[src/rtl/sipo_buf_param.sv]
// Parametrised serial-in/parallel-out capture buffer for the DUFT scan path.
// Build option: define SIPO_MSB_FIRST_EN to shift MSB-first instead of LSB-first.
module sipo_buf_param #(
    parameter int WORD_W = 32,
    parameter int DEPTH  = 64,
    parameter int CHAINS = 1,
    localparam int ADDR_W = $clog2(DEPTH)
) (
    input  logic              clk,
    input  logic              reset,
    input  logic [CHAINS-1:0] sin,
    output logic [WORD_W-1:0] pout,
    input  logic              val_op,
    input  logic [1:0]        op,
    input  logic [ADDR_W:0]   scan_words,
    output logic              op_ack,
    output logic              op_commit,
    output logic              scaning,
    output logic [ADDR_W:0]   wcount,
    output logic              ovf
);
    localparam int K  = WORD_W / CHAINS;
    localparam int BW = (K > 1) ? $clog2(K) : 1;
    localparam logic [BW-1:0]   K_LAST  = BW'(K - 1);
    localparam logic [ADDR_W:0] DEPTH_C = (ADDR_W + 1)'(DEPTH);

    localparam logic [1:0] OP_SCAN  = 2'b00;
    localparam logic [1:0] OP_READ  = 2'b01;
    localparam logic [1:0] OP_CLEAR = 2'b10;

    typedef enum logic [1:0] {S_IDLE, S_SCAN, S_READ, S_COMMIT} state_t;

    state_t            state;
    logic [1:0]        op_q;
    logic [WORD_W-1:0] sr;
    logic [WORD_W-1:0] sr_next;
    logic [BW-1:0]     bcnt;
    logic [ADDR_W:0]   wptr;
    logic [ADDR_W:0]   rptr;
    logic [ADDR_W:0]   words_q;
    logic [ADDR_W:0]   wdone;
    logic              rd_hit;
    logic [WORD_W-1:0] rd_q;
    logic [WORD_W-1:0] mem [DEPTH];

    logic word_done;
    logic last_word;
    logic wr_en;

    generate
        if (K == 1) begin : g_one_beat
            assign sr_next = sin;
        end else begin : g_shift
`ifdef SIPO_MSB_FIRST_EN
            assign sr_next = {sr[WORD_W-CHAINS-1:0], sin};
`else
            assign sr_next = {sin, sr[WORD_W-1:CHAINS]};
`endif
        end
    endgenerate

    assign word_done = (state == S_SCAN) && (bcnt == K_LAST);
    assign last_word = word_done && (wdone == words_q - 1'b1);
    // A word completing with the buffer full is dropped, not wrapped.
    assign wr_en     = word_done && (wcount != DEPTH_C);

    always_ff @(posedge clk) begin
        if (wr_en)
            mem[wptr[ADDR_W-1:0]] <= sr_next;
        rd_q <= mem[rptr[ADDR_W-1:0]];
    end

    always_ff @(posedge clk or negedge reset) begin
        if (!reset) begin
            state     <= S_IDLE;
            op_q      <= OP_SCAN;
            sr        <= '0;
            bcnt      <= '0;
            wptr      <= '0;
            rptr      <= '0;
            words_q   <= '0;
            wdone     <= '0;
            rd_hit    <= 1'b0;
            pout      <= '0;
            op_ack    <= 1'b0;
            op_commit <= 1'b0;
            scaning   <= 1'b0;
            wcount    <= '0;
            ovf       <= 1'b0;
        end else begin
            op_ack    <= 1'b0;
            op_commit <= 1'b0;
            case (state)
                S_IDLE: begin
                    if (val_op) begin
                        op_ack <= 1'b1;
                        op_q   <= op;
                        rd_hit <= (rptr < wcount);
                        if (op == OP_SCAN && scan_words != '0) begin
                            state   <= S_SCAN;
                            scaning <= 1'b1;
                            words_q <= scan_words;
                            wdone   <= '0;
                            bcnt    <= '0;
                        end else begin
                            // READ state doubles as the single ack cycle for
                            // CLEAR, reserved and zero-length SCAN.
                            state <= S_READ;
                        end
                    end
                end
                S_SCAN: begin
                    sr <= sr_next;
                    if (word_done) begin
                        bcnt  <= '0;
                        wdone <= wdone + 1'b1;
                        if (wr_en) begin
                            wptr   <= wptr + 1'b1;
                            wcount <= wcount + 1'b1;
                        end else begin
                            ovf <= 1'b1;
                        end
                        if (last_word) begin
                            state     <= S_COMMIT;
                            scaning   <= 1'b0;
                            op_commit <= 1'b1;
                        end
                    end else begin
                        bcnt <= bcnt + 1'b1;
                    end
                end
                S_READ: begin
                    state     <= S_COMMIT;
                    op_commit <= 1'b1;
                    case (op_q)
                        OP_READ: begin
                            if (rd_hit) begin
                                pout <= rd_q;
                                rptr <= rptr + 1'b1;
                            end else begin
                                pout <= '0;
                            end
                        end
                        OP_CLEAR: begin
                            wptr   <= '0;
                            rptr   <= '0;
                            wcount <= '0;
                            ovf    <= 1'b0;
                            pout   <= '0;
                        end
                        default: ;
                    endcase
                end
                S_COMMIT: state <= S_IDLE;
                default:  state <= S_IDLE;
            endcase
        end
    end
endmodule

[config.mk]
export PLATFORM = sky130hd
export DESIGN_NAME = sipo_buf_param
export DESIGN_NICKNAME = d
export VERILOG_FILES = /design/src/rtl/sipo_buf_param.sv
export SDC_FILE = /design/constraint.sdc
export NUM_CORES = 2
export LEC_CHECK = 0
export CORE_AREA = 10 10 441 443
export CTS_CLUSTER_SIZE = 20
export DETAILED_ROUTE_END_ITERATION = 8
export DIE_AREA = 0 0 451 453
export PLACE_DENSITY = 0.58
export SYNTH_ARGS = -nofsm -noshare
export SYNTH_HDL_FRONTEND = slang
export SYNTH_SLANG_ARGS = --single-unit
[constraint.sdc]
create_clock -name clk -period 10.6 [get_ports clk]
set_input_delay 3.18 -clock clk [delete_from_list [all_inputs] [get_ports clk]]
set_output_delay 3.18 -clock clk [all_outputs]
set_load 0.05 [all_outputs]
# Word level (Yosys, flattened, before mapping)
# Memories as Yosys holds them, arrays and structs flattened. A register that Yosys moved wholly into a read port is not among the register bits.
# Index checks and enable logic that the tools add are counted.
# classes
add_sub_neg	6
magnitude_cmp	1
n_eq_ne	16
mux	40
n_reduce_logical	20
# op_table
op	n
$pmux 32 s2	1
$mux 7	9
$pmux 7 s2	4
$mux 32	1
$add 7x1->7 const B	4
$mux 5	3
$ne 2x2->1 const B	7
$mux 1	13
$reduce_and 3->1	4
$reduce_and 4->1	3
$pmux 5 s2	1
$mux 2	4
$pmux 2 s4	1
$eq 7x7->1	1
$lt 7x7->1	1
$ne 7x7->1 const B	1
$reduce_bool 7->1	1
$sub 7x1->7 const B	1
$eq 2x2->1 const B	3
$pmux 1 s2	3
$reduce_bool 2->1	3
$add 5x1->5 const B	1
$eq 5x5->1 const B	1
$reduce_and 5->1	1
other kinds (5)	11
# word_totals
ff_bits	113
ram_bits	2048
in_bits	13
output_inout_bits	43
elab_cells	99
n_memories	1
# mem_list
name	depth	width	rd	rd_ports_with_merged_regs	write_ports	line	rtl
mem	64	32	1	1	1	44	logic [WORD_W-1:0] mem [DEPTH];

# Logic depth before layout (Yosys ltp)
# logic_depth
depth_word	6
depth_mapped	10
ltp_nobuf	9

# Least setup slack after synthesis
# No wires, ideal clock.
# synth_timing
path_kind	input to register
startpoint	input scan_words[2]
endpoint	register scaning
setup_ns	0.084
arrival_ns	4.614
t_required_ns	10.516
path_slack_ns	5.902
path_stages	7
cell_sequence	nor4_1 a2111o_1 a21boi_0 clkbuf_1 clkbuf_1 o21ai_0 o21ai_0
# synth_between
elab_chain_len	4
# synth_lines
item	line	rtl
start, declared	15	input logic [ADDR_W:0] scan_words,
$reduce_bool 7->1	99	if (op == OP_SCAN && scan_words != '0) begin
$logic_and 1x1->1	99	
$ne 2x2->1 (no source line)	-	
$reduce_and 5->1 (no source line)	-	
end signal, assigned	87	scaning <= 1'b0;
end signal, assigned	101	scaning <= 1'b1;
end signal, assigned	125	scaning <= 1'b0;
end, declared	18	output logic scaning,
# Every way passes these cells.
# A chain may end at the register's enable or synchronous reset.

# Worst setup path in the final report
# layout_timing
startpoint	register wcount[0]
endpoint	output wcount[0]
# layout_lines
item	line	rtl
start, declared	19	output logic [ADDR_W:0] wcount,
start signal, assigned	119	wcount <= wcount + 1'b1;
# No word-level cell between the ends.

==> flow_summary.json <==
{
  "synthesis.nets": 3786,
  "timing.slew.headroom": 0.125,
  "grt_pass1_wl_um": 303000,
  "vias": 40191,
  "ys_warn_count": 0,
  "critical_path_depth": 1,
  "synth_edf_count": 2048,
  "clkLatencyLatePin_ns": 0.85,
  "stdcell_count": 6624,
  "synth_top_cell_by_area": "edfxtp_1",
  "finalHoldViolCount": 0,
  "htreeDepth": 4,
  "synth_top_cells_by_count": "edfxtp_1, mux4_2, nor2_1",
  "track_usage": 0.206,
  "areaGrowthSynthToFinish_pct": 13.5,
  "path_buf_inv": 1,
  "yosysUniqueCellTypes": 54,
  "crit_start": "wcount[0]",
  "worstReg2RegStart": "rptr[3]",
  "die_area_sq_mm": 0.204,
  "path_delay_family": "buffers and inverters",
  "ys_ff_latch": 2191,
  "synth.top_cell.area_share": 0.740,
  "slew_violations": 0,
  "ys_seq_area_frac": 0.782,
  "viasPerCell": 6.07,
  "synth_cells": 3754,
  "clk_pin_slew_ns": 0.06,
  "cts_resized": 0,
  "die_w_um": 451,
  "r2r_end": "rd_q[26]",
  "dp.cells": 6210,
  "grt_setup_unrepaired": "no",
  "endpoint": "wcount[0]",
  "grt_max_degree": 120,
  "cts_tree": "done",
  "max_stage_delay_ns": 1.02,
  "fmax_mhz": 180,
  "grt_pass1_vias": 40306,
  "worstMarginPinSlew_ns": 1.31,
  "layout.nets": 3980,
  "crit_type": "reg2out",
  "vdd_ir_drop_max_uv": 144,
  "dp_hpwl_um": 109000,
  "status": "complete, no violations",
  "worst-endpoint-arrival_ns": 2.37,
  "crit_fanout": 7,
  "finalCritPeriodShare": 0.523,
  "period_needed_ns": 5.55,
  "finalSetupViolCount": 0,
  "path_cells": "clkdlybuf4s50_1",
  "crit_slowest_cell": "clkdlybuf4s50_1",
  "firstDrtPassIters": 6,
  "io_buffer_count": 55,
  "post_cts_buffers": 0,
  "syn_area_sq_mm": 0.0831,
  "drtIter0Drc": 5089,
  "final.setup.tns_ns": 0,
  "cp-end-kind": "output pin",
  "route.detailed.drc": 0,
  "cap_viol_max_count": 0,
  "final_layout_size_suffix_gt1_frac": 0.262,
  "async_reset_ff_frac": 0.0507,
  "cp.required_ns": 7.42,
  "wire_per_inst_um": 32.2,
  "pwr_density_cell_mw_per_mm2": 196,
  "hold_buffers": 0,
  "start_util": 0.449,
  "cts_max_path_buffers": 3,
  "grt.overflow.total": 0,
  "yosysMostFrequentCell": "edfxtp_1",
  "cp-start-kind": "flop",
  "reg2regPathDepth": 7,
  "skew_ns": 0.0373,
  "core_area_sq_mm": 0.185,
  "synth_flop_cell": "edfxtp_1",
  "drtAntennaViolNets": 0,
  "cellLeakagePower_nw": 28.9,
  "rows": 158,
  "numCtsBuffers": 216,
  "fp.dieH_um": 453,
  "pin_count": 56,
  "place.gp.congestion": 0.776,
  "reg2reg_slack_ns": 6.19,
  "cts.sinks": 2191,
  "ys_top_cells_by_area": "edfxtp_1, mux4_2, dfrtp_1",
  "drt-total-wl_um": 214000,
  "hold_class": "reg2reg",
  "postSynthAreaPerCell_sq_um": 22.1,
  "clock-root-buffer": "clkbuf_16",
  "antenna_found_initial": 10
}
==> metrics by stage <==
stage / hold WS [ns] / power (mW) / cell area [sq um] / setup slack, ns / utilization
2_1_floorplan: 0.427 / 10.7 / 83100 / 5.90 / -
3_3_place_gp: 0.438 / 11.2 / 87400 / 4.43 / 0.472
3_5_place_dp: 0.436 / 11.2 / 87400 / 4.34 / 0.472
4_1_cts: 0.452 / 18.6 / 94300 / 4.99 / 0.509
5_1_grt: 0.477 / 19.0 / 94300 / 4.93 / 0.510
6_report: 0.450 / 18.5 / 94300 / 5.05 / 0.510
==> worst min path at each step <==
stage,cells after the start,from,slack (ns),endpoint
final,1,rd_q[7],0.45,pout[7]
after global routing,1,rd_q[12],0.48,pout[12]
after CTS,1,rd_q[7],0.45,pout[7]
after detailed placement,1,rd_q[12],0.44,pout[12]
after global placement,1,rd_q[24],0.44,pout[24]
after floorplan,1,rd_q[0],0.43,pout[0]
==> cells by family (layout without fill, tap and decap cells) <==
family                     Yosys count  after routing  share of synthesized area
AOI/OAI and AO/OA                  419            419                     0.0371
DFF                               2191           2191                      0.782
and+or+nand+nor                    281            281                     0.0157
adders and majority gates           19             19                    0.00286
xor gates and xnor gates            17             17                    0.00179
other                                0              4                          0
buffers and inverters              236            622                     0.0131
muxes                              591            591                      0.148
==> where the power goes <==
group	leakage (nW)	switching [mW]	total, mW	internal (mW)
logic	5.09	0.708	0.875	0.168
clock network	3.35	3.27	7.43	4.16
registers	20.5	0.200	10.1	9.95
total	28.9	4.17	18.5	14.3
==> state kept, by name, indices dropped and copies added (netlist names) <==
signal,flops
bcnt,5
mem,2048
op_ack,1
op_commit,1
op_q,2
ovf,1
pout,32
rd_hit,1
rd_q,32
rptr,7
scaning,1
sr,31
state,2
wcount,7
wdone,7
words_q,7
wptr,6
==> per-layer routing <==
layer,vias up,global-route usage,part of all wire
met1,21938,0.303,0.43
met4,4,0.0691,0.032
met2,1628,0.317,0.46
li1,16329,-,-
met3,292,0.0334,0.078
met5,-,0,0.00013
==> placed cells by master, fill, tap and decap left out, types with 39 or more instances in the layout <==
master	instances
nor2_4	65
a221oi_1	64
a22o_1	81
clkinv_1	55
edfxtp_1	2048
a22oi_1	95
buf_4	123
nand2_1	60
o21ai_0	52
clkbuf_1	62
a21oi_1	64
clkdlybuf4s50_1	53
mux2_2	39
mux4_2	501
dfrtp_1	76
nor2_1	50
mux2i_1	48
clkbuf_16	217
==> worst register-to-register path, delay by kind of cell, from the launching register on <==
family | cells | cell delay, ns
AO/OA/AOI/OAI | 2 | 1.02
buffers and inverters | 3 | 1.94
flip-flops | 1 | 0.34
AND/OR/NAND/NOR | 2 | 1.04
==> layout make-up <==
class,instances,area [sq um]
antenna,4,10.0
clock buffer,284,5730
clock inverter,126,1140
fill,14597,90800
inverter,25,93.8
multi-input combinational,1327,17600
sequential,2191,65000
tap,2480,3100
timing repair buffer,187,1650
Note: power is estimated with default switching activity, not from simulation.
